File: config.mk
export PLATFORM = sky130hd
export DESIGN_NAME = lifo_reader
export DESIGN_NICKNAME = d
export VERILOG_FILES = /design/src/rtl/lifo_reader.sv
export SDC_FILE = /design/constraint.sdc
export NUM_CORES = 1
export LEC_CHECK = 0
export BUFFER_PORTS_ARGS = -buffer_cell sky130_fd_sc_hd__buf_4
export CORE_MARGIN = 3
export CORE_UTILIZATION = 48
export CTS_BUF_LIST = sky130_fd_sc_hd__clkbuf_8
export CTS_CLUSTER_DIAMETER = 200
export DETAILED_ROUTE_END_ITERATION = 7
export HOLD_SLACK_MARGIN = 0.15
export PLACE_DENSITY = 0.66
export SLEW_MARGIN = 20
export SYNTH_ARGS = -nofsm -noshare
export SYNTH_HDL_FRONTEND = slang
export SYNTH_SLANG_ARGS = --single-unit
File: constraint.sdc
create_clock -name clk -period 2.9 [get_ports clk]
set_input_delay 0.145 -clock clk [delete_from_list [all_inputs] [get_ports clk]]
set_output_delay 0.145 -clock clk [all_outputs]
set_load 0.005 [all_outputs]
File: src/rtl/lifo_reader.sv
// rtl/lifo_reader.sv - drains up to DEPTH words from a LIFO and re-emits them in push order
module lifo_reader #(
    parameter int WIDTH = 10,
    parameter int DEPTH = 8
) (
    input  logic             clk,
    input  logic             reset,
    input  logic             start,
    input  logic [3:0]       count,
    output logic             read,
    input  logic [WIDTH-1:0] datain,
    input  logic             lifo_val,
    output logic [WIDTH-1:0] dataout,
    output logic             val,
    input  logic             ready,
    output logic             busy,
    output logic             done,
    output logic [3:0]       popped
);

    localparam int AW = (DEPTH > 1) ? $clog2(DEPTH) : 1;
    localparam int NBUF = 1 << AW;
    localparam logic [3:0] DEPTH4 = 4'(DEPTH);

    typedef enum logic [2:0] {S_IDLE, S_POP, S_WAIT, S_EMIT, S_FIN} state_t;

    state_t           state_q, state_d;
    logic [3:0]       target_q, target_d;
    logic [3:0]       popped_q, popped_d;
    logic [3:0]       k_q, k_d;
    logic [WIDTH-1:0] buf_q [NBUF];
    logic             wr_en;
    logic [3:0]       rd_full;

    always_ff @(posedge clk or posedge reset) begin
        if (reset) begin
            state_q  <= S_IDLE;
            target_q <= '0;
            popped_q <= '0;
            k_q      <= '0;
        end else begin
            state_q  <= state_d;
            target_q <= target_d;
            popped_q <= popped_d;
            k_q      <= k_d;
        end
    end

    // Buffer is cleared on reset so an abandoned transaction leaves nothing behind.
    always_ff @(posedge clk or posedge reset) begin
        if (reset) begin
            for (int i = 0; i < NBUF; i++) buf_q[i] <= '0;
        end else if (wr_en) begin
            buf_q[popped_q[AW-1:0]] <= datain;
        end
    end

    always_comb begin
        state_d  = state_q;
        target_d = target_q;
        popped_d = popped_q;
        k_d      = k_q;
        wr_en    = 1'b0;
        case (state_q)
            S_IDLE: begin
                if (start) begin
                    target_d = (count > DEPTH4) ? DEPTH4 : count;
                    popped_d = '0;
                    k_d      = '0;
                    state_d  = (count == 4'd0) ? S_FIN : S_POP;
                end
            end
            S_POP: state_d = S_WAIT;
            S_WAIT: begin
                if (lifo_val) begin
                    wr_en    = 1'b1;
                    popped_d = popped_q + 4'd1;
                    state_d  = (popped_q + 4'd1 == target_q) ? S_EMIT : S_POP;
                end else begin
                    state_d = (popped_q == 4'd0) ? S_FIN : S_EMIT;
                end
            end
            S_EMIT: begin
                if (ready) begin
                    if (k_q + 4'd1 == popped_q) state_d = S_FIN;
                    else                        k_d = k_q + 4'd1;
                end
            end
            S_FIN:   state_d = S_IDLE;
            default: state_d = S_IDLE;
        endcase
    end

    // Last-popped word sits at the highest index, so emit from the top down.
    always_comb begin
        rd_full = popped_q - 4'd1 - k_q;
        read    = (state_q == S_POP);
        val     = (state_q == S_EMIT);
        busy    = (state_q != S_IDLE);
        done    = (state_q == S_FIN);
        popped  = popped_q;
        dataout = (state_q == S_EMIT) ? buf_q[rd_full[AW-1:0]] : '0;
    end

endmodule

# Word level (Yosys, flattened, before mapping)
# Index checks and enable logic that the tools add are counted.
# Widths: inputs -> output; s select.
[totals]
ff_bits = 95
in_bits = 19
out_inout_bits = 18
word_cells = 68
[op_classes]
addsub = 4
magnitude_cmp = 4
eq_ne = 11
mux = 24
bitwise = 2
n_reduce_logical = 11
[ops]
columns = ["operator", "n"]
rows = [
  ["$bwmux 80", 1],
  ["$mux 10", 4],
  ["$bmux 10 s3", 1],
  ["$demux 10 s3", 1],
  ["$mux 4", 5],
  ["$mux 3", 6],
  ["$pmux 4 s2", 2],
  ["$pmux 3 s4", 1],
  ["$add 4x1->4 const B", 2],
  ["$eq 4x4->1", 2],
  ["$ge 4x4->1 const B", 2],
  ["$logic_not 4->1", 2],
  ["$not 3->4", 2],
  ["$eq 3x2->1 const B", 2],
  ["$ne 2x2->1 const B", 3],
  ["$reduce_and 3->1", 2],
  ["$gt 4x4->1 const B", 1],
  ["$lt 4x1->1 const B", 1],
  ["$ne 2x1->1 const B", 2],
  ["$reduce_and 4->1", 1],
  ["$reduce_bool 2->1", 2],
  ["$eq 3x1->1 const B", 1],
  ["$eq 3x3->1 const B", 1],
  ["$logic_not 3->1", 1],
  ["other kinds (7)", 8],
]

# Depth between registers and ports, before layout
[logic_depth]
ltp_word = 7
ltp_mapped = 9
ltp_nobuf = 8

# Worst setup path before layout
# OpenSTA, ideal clock, no wires.
[synth_timing]
path_type = "register to output"
from = "register popped_q[0] (netlist: popped[0])"
to = "output dataout[1]"
arrival_time_ns = 2.320
path_slack_ns = 0.435
path_stages_with_launch = 8
path_cell_list = "dfrtp_1 ha_1 fa_1 clkbuf_1 clkbuf_1 mux4_2 nand2_1 a21oi_1"
[synth_via]
elab_chain_cells = 7
[synth_rtl]
columns = ["item", "line", "rtl"]
rows = [
  ["from (decl)", "29", "logic [3:0] popped_q, popped_d;"],
  ["from (signal assigned)", "44", "popped_q <= popped_d;"],
  ["$sub 3x1->3", "96", "rd_full = popped_q - 4'd1 - k_q;"],
  ["$sub 3x3->3", "96", ""],
  ["$not 3->4 (implied by the code)", "102", "dataout = (state_q == S_EMIT) ? buf_q[rd_full[AW-1:0]] : '0;"],
  ["$bmux 10 s3", "102", ""],
  ["$mux 10 (implied by the code) (2 in a row)", "102", ""],
  ["$mux 10", "102", ""],
  ["to (decl)", "13", "output logic [WIDTH-1:0] dataout,"],
]
# No other way between the ends. The select of a mux whose other input is x is not followed.

# Worst setup path after layout
[layout_timing]
from = "register k_q[0]"
to = "output dataout[1]"
[layout_via]
elab_chain_cells = 6
[layout_rtl]
columns = ["item", "line", "rtl"]
rows = [
  ["from (decl)", "30", "logic [3:0] k_q, k_d;"],
  ["from (signal assigned)", "45", "k_q <= k_d;"],
  ["$sub 3x3->3", "96", ""],
  ["$not 3->4 (implied by the code)", "102", ""],
  ["$bmux 10 s3", "102", ""],
  ["$mux 10 (implied by the code) (2 in a row)", "102", ""],
  ["$mux 10", "102", ""],
]
# No other way between the ends. The select of a mux whose other input is x is not followed.

==> summary.md <==
| Metric | Value |
|---|---|
| Run status | finished clean |
| Clock root buffer | clkbuf_8 |
| Htree depth | 3 |
| Final Core Density | 59.0% |
| Drt first pass iters | 4 |
| Synth-to-layout area growth | 17.4% |
| Syn nets | 378 |
| Top cell type's share of synthesized area | 50.5% |
| Fmax | 360 MHz |
| Vias | 3027 |
| Antenna violations before repair | 0 |
| Die Span X | 105 um |
| Synth Area in XOR/XNOR | 3.51% |
| DRT iter0 DRCs | 98 |
| HP Class | primary input to flop |
| Leading area contributor after synthesis | dfrtp_1 |
| EDFF count, synth | 0 |
| Reg-to-reg endpoint | buf_q[44] |
| Flop2flop setup slack | 0.57 ns |
| Lkg Pwr | 0.00255 uW |
| Io pins | 37 |
| Sequential power share | 39.2% |
| CTS tree | built |
| HPWL after DPL | 6680 um |
| Worst setup path startpoint | k_q[0] |
| Die Area | 11000 sq um |
| Setup TNS | 0 ns |
| Reg2Reg Depth | 5 |
| Fin crit share | 95.8% |
| Post-Syn Instances | 354 |
| Mux share of post-synthesis cell area | 28.7% |
| RePlAce Congestion | 0.790 |
| First-pass GRT wire length | 16500 um |
| Worst-Margin Slew | 0.793 ns |
| Total track usage | 19.2% |
| Arr. time, crit path | 2.63 ns |
| Worst setup path end | dataout[1] |
| # DRC | 0 |
| Nets | 441 |
| Top cells by count, synth | dfrtp_1 (95), mux2_2 (61), nand2_1 (38) |
| Main combinational cell family by area after synthesis | multiplexers |
| Wire per inst | 18.3 um |
| Latest clock arrival within the worst-skew pair | 0.36 ns |
| Largest net degree at the start of global routing | 57 |
| Height of the chip | 105 um |
| Post-CTS setup buffers | 0 |
| Syn. warnings | 0 |
| Clock period minus final worst setup slack | 2.78 ns |
| Synth unique cells | 47 |
| Number of global-route vias before repair | 3044 |
| Register area share after synthesis | 50.5% |
| Count of input and output buffers | 36 |
| CP Launch Type | flop |
| Synth Area in Compound Gates | 4.60% |
| Combinational group share of total power | 45.3% |
| Clock power frac | 15.5% |
| Row cnt | 35 |
| Share of layout cells above drive strength 1 | 37.1% |
| Skew final | 0.0128 ns |
| Pins Over Slew Limit | 0 |
| Final hold vios | 0 |
| Critical path class | flop to primary output |
| Gr ovfl total | 0 |
| Clk buf depth | 2 |
| Core area | 9370 sq um |
| Syn_area_per_cell | 13.3 sq um |
| Via-to-Cell Ratio | 5.50 |
| DRT antenna net count | 0 |
| Initial Util | 50.3% |
| CP Data Required Time | 2.76 ns |
| Worst R2R Start | state_q[2] |
| CP Max Fanout | 17 |
| RSZ-0062 raised after global routing | no |
| Post-Synth Adder-Cell Area | 1.49% |
| Max-cap violation count | 0 |
| Sw frac | 36.6% |
| Sink Count | 95 |
| Yosys reg bits | 95 |
| Max transition margin | 46.5% |
| Sw power | 1790 uW |
| Clock-pin slew on the worst setup and hold paths | 0.09 ns |
| HP Start | lifo_val |
| Setup violators final | 0 |
| Crit. End Element | primary output |
| Most frequent cell after synthesis | dfrtp_1 |
| Post-Synthesis Cell Area | 4710 sq um |
| Internal | 3110 uW |
| CTS buffer count | 9 |
| Post-Synth Simple-Gate Area | 8.87% |
| Synth async-reset ratio | 100% |
| PwrDens | 887 nW/um^2 |
| Final wirelength | 10100 um |
| Synth area leaders | dfrtp_1 (50%), mux2_2 (15%), mux4_2 (9.1%) |
| Top FF cell, synth | dfrtp_1 |
| Peak supply drop | 0.523 mV |
| Antenna Cells | 0 |
power groups by stage:
stage	logic, uW	registers (uW)	clock network (uW)
2_1_floorplan	1630	1850	0
3_3_place_gp	2150	1930	0
3_5_place_dp	2190	1950	0
4_1_cts	2210	1920	788
5_1_grt	2420	1970	843
6_report	2220	1920	758
worst max-delay path, cell delays in order (launching register included):
cell and delay (ns):
dfrtp_1 0.42, inv_1 0.07, ha_1 0.19, fa_2 0.53, buf_6 0.22, mux4_2 0.53, nand2_1 0.08, a21oi_1 0.06
buf_4 0.16
flip-flops by register name, summed over array words and instances, names as in the netlist:
register and count:
popped 4, state_q 3, target_q 4, buf_q 80, k_q 4
through the flow:
| step | total power [uW] | std cells | instance area (sq um) | setup slack (ns) | hold WS [ns] |
|---|---|---|---|---|---|
| 2_1_floorplan | 3480 | 354 | 4710 | 0.278 | 0.277 |
| 3_3_place_gp | 4080 | 519 | 5200 | 0.486 | 0.296 |
| 5_1_grt | 5230 | 550 | 5530 | 0.00888 | 0.234 |
| 6_report | 4900 | 550 | 5530 | 0.121 | 0.235 |
| 4_1_cts | 4920 | 550 | 5520 | 0.0248 | 0.211 |
| 3_5_place_dp | 4140 | 519 | 5200 | 0.439 | 0.297 |
placed cells by master, fill, tap and decap left out, types with 2 or more instances in the layout:
master / netlist / routed
dfrtp_1: 95 / 95
mux2_2: 61 / 61
buf_4: 2 / 49
nand2_1: 38 / 38
mux2_1: 20 / 20
mux4_2: 19 / 19
dlygate4sd3_1: 0 / 16
o21ai_0: 15 / 15
inv_1: 11 / 11
a21oi_1: 10 / 10
clkbuf_8: 0 / 9
xnor2_1: 7 / 7
nand2b_1: 6 / 6
nor2_1: 5 / 5
nand3_1: 4 / 4
ha_1: 4 / 4
or3_1: 3 / 3
nor3_1: 3 / 3
xor2_1: 3 / 3
nand3b_1: 3 / 3
clkinv_2: 0 / 3
nor3_4: 2 / 2
o311ai_0: 2 / 2
o31ai_1: 2 / 2
nor2_2: 2 / 2
xor2_4: 2 / 2
clkinvlp_4: 0 / 2
per-layer routing:
layer | track usage, % | wire length, um | part of all wire [%]
met1 | 27.3 | 4950 | 49
met2 | 30.5 | 4810 | 48
met3 | 4.20 | 269 | 2.7
met4 | 3.84 | 57 | 0.56
met5 | 0 | 0 | 0
worst min-delay path by stage:
stage | to | slack (ns) | cells after the start
finish | popped[1] | 0.23 | 5
global route | popped[1] | 0.23 | 5
CTS | popped[1] | 0.21 | 5
detailed placement | buf_q[15] | 0.30 | 2
global placement | target_q[3] | 0.30 | 2
floorplan | buf_q[40] | 0.28 | 1
repair_timing:
action	CTS	global route
setup endpoints to repair	0	2
hold buffers	16	0
hold endpoints to repair	125	0
gates resized for setup	0	2
area by class of cell:
class                      count  area (sq um)
clock buffer                   9           124
multi-input combinational    233          2230
timing repair buffer          67           559
sequential                    95          2380
inverter                      11          42.5
tap                          129           161
clock inverter                 6          37.5
fill                         814          3840
cells by family (layout without fill, tap and decap cells):
family / count (synthesis) / after routing
xor gates and xnor gates: 13 / 13
buffers and inverters: 26 / 93
and+or+nand+nor: 78 / 78
AOI/OAI and AO/OA: 36 / 36
adders and majority gates: 5 / 5
DFF: 95 / 95
muxes: 101 / 101
Note: power is estimated with default switching activity, not from simulation.
